===== config.mk =====
export PLATFORM = sky130hd
export DESIGN_NAME = zigzag_rle_encoder
export DESIGN_NICKNAME = d
export VERILOG_FILES = /design/src/rtl/jpeg_rle_pkg.sv /design/src/rtl/jpeg_size_category.sv /design/src/rtl/zigzag_rle_encoder.sv
export SDC_FILE = /design/constraint.sdc
export NUM_CORES = 2
export LEC_CHECK = 0
export BUFFER_PORTS_ARGS = -buffer_cell sky130_fd_sc_hd__buf_2
export CAP_MARGIN = 20
export CORE_AREA = 5 5 383 385
export DETAILED_ROUTE_END_ITERATION = 8
export DIE_AREA = 0 0 388 390
export HOLD_SLACK_MARGIN = 0.12
export PLACE_DENSITY = 0.65
export RECOVER_POWER = 50
export SYNTH_ARGS = -nofsm -noshare
export SYNTH_HDL_FRONTEND = slang
export SYNTH_HIERARCHICAL = 1
export SYNTH_SLANG_ARGS = --single-unit

===== constraint.sdc =====
create_clock -name clk -period 6.6 [get_ports clk]
set_clock_uncertainty 0.2 [all_clocks]
set_input_delay 1.32 -clock clk [delete_from_list [all_inputs] [get_ports clk]]
set_output_delay 1.32 -clock clk [all_outputs]
set_load 0.02 [all_outputs]

===== src/rtl/jpeg_rle_pkg.sv =====
// Shared types and symbol constants for the zigzag run-length encoder.
package jpeg_rle_pkg;

  localparam int RUN_W  = 4;
  localparam int SIZE_W = 4;

  localparam logic [RUN_W-1:0]  ZRL_RUN  = 4'd15;
  localparam logic [SIZE_W-1:0] ZRL_SIZE = 4'd0;
  localparam logic [RUN_W-1:0]  EOB_RUN  = 4'd0;
  localparam logic [SIZE_W-1:0] EOB_SIZE = 4'd0;

  typedef enum logic [1:0] {
    IDLE    = 2'd0,
    DC      = 2'd1,
    AC_SCAN = 2'd2,
    EOB     = 2'd3
  } state_t;

endpackage


===== src/rtl/jpeg_size_category.sv =====
// Combinational size category and amplitude bits for a signed value one bit
// wider than a coefficient, so a DC difference fits without overflow.
import jpeg_rle_pkg::*;

module jpeg_size_category #(
  parameter int DATA_WIDTH = 15
) (
  input  logic signed [DATA_WIDTH:0]   value,
  output logic        [SIZE_W-1:0]     size,
  output logic        [DATA_WIDTH-1:0] amp
);

  localparam logic [DATA_WIDTH:0]   ONE_W  = (DATA_WIDTH+1)'(1);
  localparam logic [DATA_WIDTH-1:0] ONE_DW = DATA_WIDTH'(1);

  logic [DATA_WIDTH:0]   mag_s;
  logic [DATA_WIDTH-1:0] vm1_s;
  logic [DATA_WIDTH-1:0] mask_s;
  logic [5:0]            cnt_s;

  // Magnitude bit count, saturated size, and one's-complement style amplitude for negatives
  always_comb begin
    if (value[DATA_WIDTH]) begin
      mag_s = ~value + ONE_W;
    end else begin
      mag_s = value;
    end
    cnt_s = 6'd0;
    for (int i = 0; i <= DATA_WIDTH; i++) begin
      if (mag_s[i]) begin
        cnt_s = 6'(i + 1);
      end else begin
        cnt_s = cnt_s;
      end
    end
    if (cnt_s > 6'd15) begin
      size = 4'd15;
    end else begin
      size = cnt_s[3:0];
    end
    mask_s = {DATA_WIDTH{1'b0}};
    for (int i = 0; i < DATA_WIDTH; i++) begin
      if (i < int'(size)) begin
        mask_s[i] = 1'b1;
      end else begin
        mask_s[i] = 1'b0;
      end
    end
    // Only the low size bits survive, so the low half of (v-1) is enough
    vm1_s = value[DATA_WIDTH-1:0] - ONE_DW;
    if (value[DATA_WIDTH]) begin
      amp = vm1_s & mask_s;
    end else begin
      amp = value[DATA_WIDTH-1:0];
    end
  end

endmodule


===== src/rtl/zigzag_rle_encoder.sv =====
// Zigzag block to (run, size, amplitude) symbol stream encoder.
// Optional DC prediction is enabled by defining JPEG_RLE_DC_DIFF_EN.
import jpeg_rle_pkg::*;

module zigzag_rle_encoder #(
  parameter int DATA_WIDTH  = 15,
  parameter int PIXEL_COUNT = 64
) (
  input  logic                              clk,
  input  logic                              reset_n,
  input  logic [DATA_WIDTH*PIXEL_COUNT-1:0] zz_in,
  input  logic                              in_valid,
  output logic                              in_ready,
  input  logic                              dc_pred_clr,
  output logic                              sym_valid,
  input  logic                              sym_ready,
  output logic [RUN_W-1:0]                  sym_run,
  output logic [SIZE_W-1:0]                 sym_size,
  output logic [DATA_WIDTH-1:0]             sym_amp,
  output logic                              sym_is_dc,
  output logic                              sym_last
);

  localparam logic [5:0] LAST_IDX    = 6'd63;
  localparam logic [5:0] RUN_ZRL_MIN = 6'd16;

  state_t                            state_r, state_n_s;
  logic [DATA_WIDTH*PIXEL_COUNT-1:0] blk_r;
  logic [5:0]                        idx_r, idx_n_s, run_r, run_n_s;
  logic                              accept_s, advance_s, in_ready_n_s;
  logic                              sym_valid_n_s, sym_is_dc_n_s, sym_last_n_s;
  logic [RUN_W-1:0]                  sym_run_n_s;
  logic [SIZE_W-1:0]                 sym_size_n_s, cat_size_s;
  logic [DATA_WIDTH-1:0]             sym_amp_n_s, cat_amp_s, coef_s, dc_s;
  logic signed [DATA_WIDTH:0]        dc_diff_s, cat_in_s;

  assign accept_s  = in_valid & in_ready;
  assign advance_s = ~sym_valid | sym_ready;
  assign dc_s      = zz_in[DATA_WIDTH-1:0];
  assign coef_s    = blk_r[32'(idx_r)*DATA_WIDTH +: DATA_WIDTH];

`ifdef JPEG_RLE_DC_DIFF_EN
  logic [DATA_WIDTH-1:0] pred_r, pred_use_s;

  assign pred_use_s = dc_pred_clr ? {DATA_WIDTH{1'b0}} : pred_r;
  assign dc_diff_s  = $signed({dc_s[DATA_WIDTH-1], dc_s})
                    - $signed({pred_use_s[DATA_WIDTH-1], pred_use_s});

  // Predictor follows the last accepted DC; a clear on the accept cycle is already in pred_use_s
  always_ff @(posedge clk or negedge reset_n) begin
    if (!reset_n) begin
      pred_r <= {DATA_WIDTH{1'b0}};
    end else if (accept_s) begin
      pred_r <= dc_s;
    end else if (dc_pred_clr) begin
      pred_r <= {DATA_WIDTH{1'b0}};
    end else begin
      pred_r <= pred_r;
    end
  end
`else
  logic unused_clr_s;

  assign unused_clr_s = dc_pred_clr;
  assign dc_diff_s    = $signed({dc_s[DATA_WIDTH-1], dc_s});
`endif

  // The single categoriser sees the incoming DC while idle, else the scanned coefficient
  assign cat_in_s = (state_r == IDLE) ? dc_diff_s : $signed({coef_s[DATA_WIDTH-1], coef_s});

  jpeg_size_category #(.DATA_WIDTH(DATA_WIDTH)) u_size_cat (
    .value (cat_in_s),
    .size  (cat_size_s),
    .amp   (cat_amp_s)
  );

  // Next-state and output-register load decisions
  always_comb begin
    state_n_s     = state_r;
    idx_n_s       = idx_r;
    run_n_s       = run_r;
    sym_valid_n_s = sym_valid & ~sym_ready;
    sym_run_n_s   = sym_run;
    sym_size_n_s  = sym_size;
    sym_amp_n_s   = sym_amp;
    sym_is_dc_n_s = sym_is_dc;
    sym_last_n_s  = sym_last;
    case (state_r)
      IDLE: begin
        if (accept_s) begin
          sym_valid_n_s = 1'b1;
          sym_run_n_s   = 4'd0;
          sym_size_n_s  = cat_size_s;
          sym_amp_n_s   = cat_amp_s;
          sym_is_dc_n_s = 1'b1;
          sym_last_n_s  = 1'b0;
          state_n_s     = DC;
        end else begin
          state_n_s = IDLE;
        end
      end
      DC: begin
        idx_n_s   = 6'd1;
        run_n_s   = 6'd0;
        state_n_s = AC_SCAN;
      end
      AC_SCAN: begin
        if (!advance_s) begin
          state_n_s = AC_SCAN;
        end else if (coef_s == {DATA_WIDTH{1'b0}}) begin
          run_n_s = run_r + 6'd1;
          if (idx_r == LAST_IDX) begin
            state_n_s = EOB;
          end else begin
            idx_n_s = idx_r + 6'd1;
          end
        end else if (run_r >= RUN_ZRL_MIN) begin
          // Index is held so the same coefficient is examined again
          sym_valid_n_s = 1'b1;
          sym_run_n_s   = ZRL_RUN;
          sym_size_n_s  = ZRL_SIZE;
          sym_amp_n_s   = {DATA_WIDTH{1'b0}};
          sym_is_dc_n_s = 1'b0;
          sym_last_n_s  = 1'b0;
          run_n_s       = run_r - RUN_ZRL_MIN;
        end else begin
          sym_valid_n_s = 1'b1;
          sym_run_n_s   = run_r[RUN_W-1:0];
          sym_size_n_s  = cat_size_s;
          sym_amp_n_s   = cat_amp_s;
          sym_is_dc_n_s = 1'b0;
          run_n_s       = 6'd0;
          if (idx_r == LAST_IDX) begin
            sym_last_n_s = 1'b1;
            state_n_s    = IDLE;
          end else begin
            sym_last_n_s = 1'b0;
            idx_n_s      = idx_r + 6'd1;
          end
        end
      end
      EOB: begin
        if (advance_s) begin
          sym_valid_n_s = 1'b1;
          sym_run_n_s   = EOB_RUN;
          sym_size_n_s  = EOB_SIZE;
          sym_amp_n_s   = {DATA_WIDTH{1'b0}};
          sym_is_dc_n_s = 1'b0;
          sym_last_n_s  = 1'b1;
          run_n_s       = 6'd0;
          state_n_s     = IDLE;
        end else begin
          state_n_s = EOB;
        end
      end
      default: begin
        state_n_s = IDLE;
      end
    endcase
    in_ready_n_s = (state_n_s == IDLE) & ~sym_valid_n_s;
  end

  // State, block store and registered symbol outputs
  always_ff @(posedge clk or negedge reset_n) begin
    if (!reset_n) begin
      state_r   <= IDLE;
      blk_r     <= {(DATA_WIDTH*PIXEL_COUNT){1'b0}};
      idx_r     <= 6'd0;
      run_r     <= 6'd0;
      in_ready  <= 1'b0;
      sym_valid <= 1'b0;
      sym_run   <= {RUN_W{1'b0}};
      sym_size  <= {SIZE_W{1'b0}};
      sym_amp   <= {DATA_WIDTH{1'b0}};
      sym_is_dc <= 1'b0;
      sym_last  <= 1'b0;
    end else begin
      state_r <= state_n_s;
      if (accept_s) begin
        blk_r <= zz_in;
      end else begin
        blk_r <= blk_r;
      end
      idx_r     <= idx_n_s;
      run_r     <= run_n_s;
      in_ready  <= in_ready_n_s;
      sym_valid <= sym_valid_n_s;
      sym_run   <= sym_run_n_s;
      sym_size  <= sym_size_n_s;
      sym_amp   <= sym_amp_n_s;
      sym_is_dc <= sym_is_dc_n_s;
      sym_last  <= sym_last_n_s;
    end
  end

endmodule

# Word-level counts from Yosys, hierarchy flattened

Index checks and enable logic that the tools add are counted.
Widths: inputs -> output; s select.

Register bits after elaboration: 1,001
Bits of input ports: 965
Word-level logic and storage cells: 149

Add/sub/neg operators: 5
Multiply operators: 1
$lt $le $gt $ge: 17
Eq/ne operators: 9
Shift operators: 1
Multiplexer cells: 87
Bitwise gates (word level): 9
Reductions and logical operators: 9

Operator list:

| kind                  | number |
|---|---|
| $shiftx 960x11->15    | 1 |
| $mux 15               | 6 |
| $mux 4                | 18 |
| $mux 6                | 8 |
| $pmux 15 s3           | 1 |
| $mux 16               | 2 |
| $mux 1                | 31 |
| $lt 4x4->1 const A    | 7 |
| $pmux 4 s3            | 2 |
| $pmux 6 s3            | 1 |
| $add 16x1->16 const B | 1 |
| $lt 3x4->1 const A    | 4 |
| $mux 2                | 8 |
| $not 16->16           | 1 |
| $and 15x15->15        | 1 |
| $logic_not 15->1      | 1 |
| $sub 15x1->15 const B | 1 |
| $add 6x1->6 const B   | 2 |
| $mux 3                | 4 |
| $pmux 6 s2            | 1 |
| $mul 6x4->10 const B  | 1 |
| $pmux 1 s3            | 3 |
| $lt 1x4->1 const A    | 2 |
| $lt 2x4->1 const A    | 2 |
| other kinds (18)      | 29 |

# Depth between registers and ports, before layout

Depth after elaboration: 32
Depth in mapped cells: 24
Gate-level depth less buffers: 19

# Hierarchy

Netlist, hierarchy kept.

By module, submodules not included:

| module             | instances | cells an instance | area an instance (um^2) | sequential area each (um^2) |
|---|---|---|---|---|
| zigzag_rle_encoder | 1         | 2,989             | 45,411.1                | 25,049.0 |
| jpeg_size_category | 1         | 224               | 1,401.3                 | 0.0 |

# Worst setup path before layout

OpenSTA, ideal clock, no wires.

Path kind: reg2reg
From: register idx_r[0]
To: register sym_amp[0]
Data arrival time: 4.293 ns
Data required time: 6.276 ns
Slack: 1.983 ns
Cell stages (with the launch flop): 23
Buffers on the path: 4
Path through: dfrtp_1 > buf_6 > buf_6 > buf_2 > mux4_2 > o21ai_0 > a22o_1 > nor2_1 > nor2_1 > o21ai_0 > inv_1 > ha_1 > clkbuf_1 > nor4b_4 > nand4_1 > o21ai_0 > a21oi_1 > nor4_2 > nand2_1 > o311ai_1 > o21ai_1 > nand2_1 > mux2i_1

Longest elaborated chain between the ends: 32
Elaborated cells between the ends (all ways): 37
Those cells by class: add/sub: 2; mul: 1; order compare: 2; eq/ne: 1; shift: 1; mux: 26; bitwise: 2; reduce/logical: 2

Ends and longest elaborated chain:

| element                  | RTL line                  | text |
|---|---|---|
| start: declaration       | zigzag_rle_encoder.sv:29  | `logic [5:0] idx_r, idx_n_s, run_r, run_n_s;` |
| start signal: assignment | zigzag_rle_encoder.sv:184 | `idx_r <= idx_n_s;` |
| $mul 6x4->10 *           | zigzag_rle_encoder.sv:40  | `assign coef_s = blk_r[32'(idx_r)*DATA_WIDTH +: DATA_WIDTH];` |
| $shiftx 960x11->15 *     | zigzag_rle_encoder.sv:40  |  |
| $mux 16 *                | zigzag_rle_encoder.sv:69  | `assign cat_in_s = (state_r == IDLE) ? dc_diff_s : $signed({coef_s[DATA_WIDTH-1], coef_s});` |
| named net cat_in_s[0]    | zigzag_rle_encoder.sv:35  | `logic signed [DATA_WIDTH:0] dc_diff_s, cat_in_s;` |
| $not 16->16              | jpeg_size_category.sv:24  | `mag_s = ~value + ONE_W;` |
| $add 16x1->16            | jpeg_size_category.sv:24  |  |
| $mux 16                  | jpeg_size_category.sv:23  | `if (value[DATA_WIDTH]) begin` |
| $mux 1                   | jpeg_size_category.sv:30  | `if (mag_s[i]) begin` |
| (+18 left out)           | -                         |  |
| $mux 1                   | jpeg_size_category.sv:43  | `if (i < int'(size)) begin` |
| $and 15x15->15           | jpeg_size_category.sv:52  | `amp = vm1_s & mask_s;` |
| $mux 15 *                | jpeg_size_category.sv:51  | `if (value[DATA_WIDTH]) begin` |
| named net cat_amp_s[0]   | zigzag_rle_encoder.sv:34  | `logic [DATA_WIDTH-1:0] sym_amp_n_s, cat_amp_s, coef_s, dc_s;` |
| $mux 15                  | zigzag_rle_encoder.sv:117 | `end else if (run_r >= RUN_ZRL_MIN) begin` |
| $mux 15                  | zigzag_rle_encoder.sv:110 | `end else if (coef_s == {DATA_WIDTH{1'b0}}) begin` |
| $mux 15                  | zigzag_rle_encoder.sv:108 | `if (!advance_s) begin` |
| $pmux 15 s3 *            | zigzag_rle_encoder.sv:88  | `case (state_r)` |
| end signal: assignment   | zigzag_rle_encoder.sv:174 | `sym_amp <= {DATA_WIDTH{1'b0}};` |
| end signal: assignment   | zigzag_rle_encoder.sv:190 | `sym_amp <= sym_amp_n_s;` |
| end: declaration         | zigzag_rle_encoder.sv:19  | `output logic [DATA_WIDTH-1:0] sym_amp,` |

The timed path passes the listed nets; every way through them passes the cells marked *. The select of a mux whose other input is x is not followed.
A chain may end at the register's enable or synchronous reset.

# Worst setup path in the final report

From: register idx_r[0]
To: register sym_amp[12]

Elaborated cells between the ends (all ways): 37
Those cells by class: add/sub: 2; mul: 1; order compare: 2; eq/ne: 1; shift: 1; mux: 26; bitwise: 2; reduce/logical: 2

RTL lines:

| element                 | RTL line |
|---|---|
| $mul 6x4->10 *          | zigzag_rle_encoder.sv:40 |
| $shiftx 960x11->15 *    | zigzag_rle_encoder.sv:40 |
| $mux 16 *               | zigzag_rle_encoder.sv:69 |
| named net cat_in_s[1]   | zigzag_rle_encoder.sv:35 |
| $not 16->16             | jpeg_size_category.sv:24 |
| $add 16x1->16           | jpeg_size_category.sv:24 |
| $mux 16                 | jpeg_size_category.sv:23 |
| $mux 2 (2 in a row)     | jpeg_size_category.sv:30 |
| (+16 left out)          | - |
| $mux 1                  | jpeg_size_category.sv:43 |
| $and 15x15->15 *        | jpeg_size_category.sv:52 |
| $mux 15 *               | jpeg_size_category.sv:51 |
| named net cat_amp_s[12] | zigzag_rle_encoder.sv:34 |
| $mux 15                 | zigzag_rle_encoder.sv:117 |
| $mux 15                 | zigzag_rle_encoder.sv:110 |
| $mux 15                 | zigzag_rle_encoder.sv:108 |
| $pmux 15 s3 *           | zigzag_rle_encoder.sv:88 |

Marks and branches as above.

==> metrics.cfg <==
[drt]
viasPerCell=5.23
post-route-drc-count=0
vias=32900
firstDrtPassIters=5
avgRoutedWirePerCell_um=29.4
drt-total-wl_um=185000
drt-initial-drc-count=2157
antenna_left=0

[logic_synthesis]
ys_async_sr_fraction_pct=100
yosysWarnings=6
synth_edf_count=0
syn_area_per_cell_um2=14.6
synth-main-ff-cell=dfrtp_1
synth-seq-cells=1001
syn_nets=4185
synth_cells=3213
yosysSeqAreaShare_pct=53.5
netlist_area_um2=46800
netlist-cell-type-count=87

[setup_path]
r2r-start=idx_r[0]
rr_endpoint=sym_amp[12]
worstSetupStartpointType=flop
critPathMaxFanout=30
endpoint_kind=flop
r2r_setup_slack_ns=0.49
critical_path_class=reg2reg
rr_worst_depth=21
arrival_ns=6.56
required_ns=7.05

[run_status]
status=complete, but fails checks
violations=capacitance limit, slew limit

[clocking]
cts-buffers-inserted=110
postCtsSetupBuffers=0
hold_buffers=0
cts_tree=yes
post_cts_resize_count=0
cts_sinks=1001
cts_max_level=3
clk_latency_ns=0.76
clock_path_buffers=3
cts.reportedPaths.clkPinSlew_ns=0.07
cts-root-buf=clkbuf_16

[power_and_ir_drop]
swShare_pct=22.5
clkPwrFrac_pct=48.9
p_int_uw=10000
p_comb_share_pct=3.5
max-vdd-ir-drop_mv=0.198
p_leak_uw=0.0284
powerDensity_nw_per_um2=221
p_sw_uw=2900
report.power.total_uw=12900
seq_power_share_pct=47.6

[placement]
detailed_place.area_um2=54600
dp.final_hpwl_um=147000
post-place-ws_ns=0.213
port-buffer-count=990
gp_congestion=0.920

[layout]
finalNetCount=5206
area_delta_synth_final_pct=24.6
fin_area_um2=58300
drive_above_1_share_pct=57.9

[floorplanning]
initial_core_util_pct=32.8
die_area_um2=151000
die_x_um=388
io_pins=992
rows=139
die_height_um=390
core_um2=143000

[timing]
finalSetupViolCount=0
maxSlewHeadroom_pct=-93.9
hold_violations=0
worst_hold_slack_ns=0.300
final.setup.worst_slack_ns=0.488
period_minus_slack_ns=6.11
maxSlewViolCount=1036
fmax_mhz=164
worst_slew_pin_slew_ns=2.91
rsz0062_at_grt=false
finalSetupTns_ns=0
min_period_over_period_pct=92.6

[grt]
grt_max_degree=171
grt_pass1_wl_um=256000
grt_pass1_vias=34100
track_usage_pct=23.7
antenna_found_initial=107
grt_overflow_total=0

[run]
drv_cap=14

[min_path]
hold_end=blk_r[78]
hold_depth=1
min_path_type=reg2reg
min-delay-start=blk_r[78]

-- flip-flops by register name (all words and copies together), names as in the netlist, 2 cells and up --
name	flops
blk_r	960
sym_size	4
idx_r	6
state_r	2
sym_amp	15
sym_run	4
run_r	6
-- power groups by stage --
stage | logic [uW] | clock network, uW | registers, uW
after floorplan | 4.90 | 0 | 6250
after global placement | 460 | 0 | 6250
after detailed placement | 465 | 0 | 6250
after CTS | 467 | 6460 | 6140
after global routing | 496 | 6690 | 6130
final | 448 | 6310 | 6140
-- per-stage QoR --
stage	utilization, %	std cells
after floorplan	-	3213
after global routing	40.8	6252
after CTS	40.8	6221
final	40.9	6282
after global placement	38.2	6024
after detailed placement	38.2	6024
-- synthesized netlist by cell type (12+ instances only) --
| library cell | number | area, um^2 |
|---|---|---|
| a211o_1 | 13 | 114 |
| a211oi_1 | 15 | 113 |
| a21oi_1 | 46 | 230 |
| a221oi_1 | 17 | 149 |
| a22o_1 | 14 | 123 |
| a22oi_1 | 23 | 173 |
| buf_2 | 46 | 230 |
| buf_6 | 17 | 191 |
| clkbuf_1 | 165 | 619 |
| dfrtp_1 | 1001 | 25000 |
| inv_1 | 43 | 161 |
| mux2_2 | 973 | 11000 |
| mux2i_1 | 154 | 1540 |
| mux4_2 | 179 | 4030 |
| nand2_1 | 109 | 409 |
| nand3_1 | 21 | 105 |
| nor2_1 | 48 | 180 |
| nor3_1 | 14 | 70.1 |
| o211ai_1 | 12 | 90.1 |
| o21ai_0 | 61 | 305 |
| o221ai_1 | 29 | 254 |
| o22ai_1 | 26 | 163 |
-- worst max-delay path by stage --
| stage | from | end | slack (ns) | cells past startpoint |
|---|---|---|---|---|
| 2_1_floorplan | idx_r[0] | sym_amp[0] | 1.98 | 22 |
| 3_3_place_gp | idx_r[1] | sym_amp[0] | 0.20 | 17 |
| 3_5_place_dp | idx_r[1] | sym_amp[1] | 0.21 | 17 |
| 4_1_cts | idx_r[1] | sym_amp[0] | 0.17 | 17 |
| 5_1_grt | idx_r[0] | sym_amp[12] | 0.08 | 21 |
| 6_report | idx_r[0] | sym_amp[12] | 0.49 | 21 |
-- cells in the final DEF (no fill, tap or decap), types with 13 or more instances in the layout --
cell / n
buf_12: 18
a22oi_1: 23
o22ai_1: 26
mux2_2: 972
a211oi_1: 15
mux2i_1: 154
a21oi_1: 46
nand3_1: 20
o21ai_0: 59
nor2_1: 47
inv_1: 41
nor3_1: 14
clkbuf_8: 22
clkbuf_16: 110
o221ai_1: 29
mux4_2: 179
buf_4: 118
a22o_1: 14
diode_2: 60
buf_2: 989
a211o_1: 13
a221oi_1: 17
clkinv_2: 17
clkbuf_1: 38
dfrtp_1: 996
nand2_1: 109
-- worst max-delay path, stage by stage, from the launching register on --
cell	delay (ns)
dfrtp_4	0.76
buf_12	0.32
buf_4	0.23
mux2i_1	0.19
o22ai_1	0.16
a211oi_1	0.46
o21ai_0	0.39
nand4_1	0.28
o21ai_0	0.22
inv_1	0.22
ha_1	0.39
nor4b_4	0.41
nand4_1	0.23
and3_1	0.23
a21oi_1	0.36
nor2_1	0.19
buf_4	0.19
nor3_1	0.17
o22ai_1	0.09
o21ai_0	0.09
nand2_1	0.08
mux2i_1	0.12
-- routing by layer --
layer	wire (um)	vias to the layer above	part of all wire, %	GRT usage (%)
met2	88300	1225	48	38.7
li1	-	14200	-	-
met3	13200	345	7.1	5.77
met4	6760	62	3.7	8.48
met5	394	-	0.21	0
met1	75900	17100	41	30.8
-- cell families (layout without fill, tap and decap cells) --
logic type,count (synthesis),count (layout),synth area share [%]
AOI/OAI and AO/OA,340,340,5.22
xor gates and xnor gates,6,6,0.112
and+or+nand+nor,268,268,2.88
muxes,1308,1308,35.4
DFF,1001,1001,53.5
buffers and inverters,283,1389,2.72
adders and majority gates,7,7,0.187
other,0,60,0
-- layout make-up --
cell class,count,area [um^2]
clock buffers,156,3150
well taps,1903,2380
clock inverters,41,588
fillers,13500,84400
diodes,60,150
flip-flops and latches,1001,25100
multi-input cells,1929,20500
repair buffers,1148,6300
inverters,44,165
Note: power is estimated with default switching activity, not from simulation.
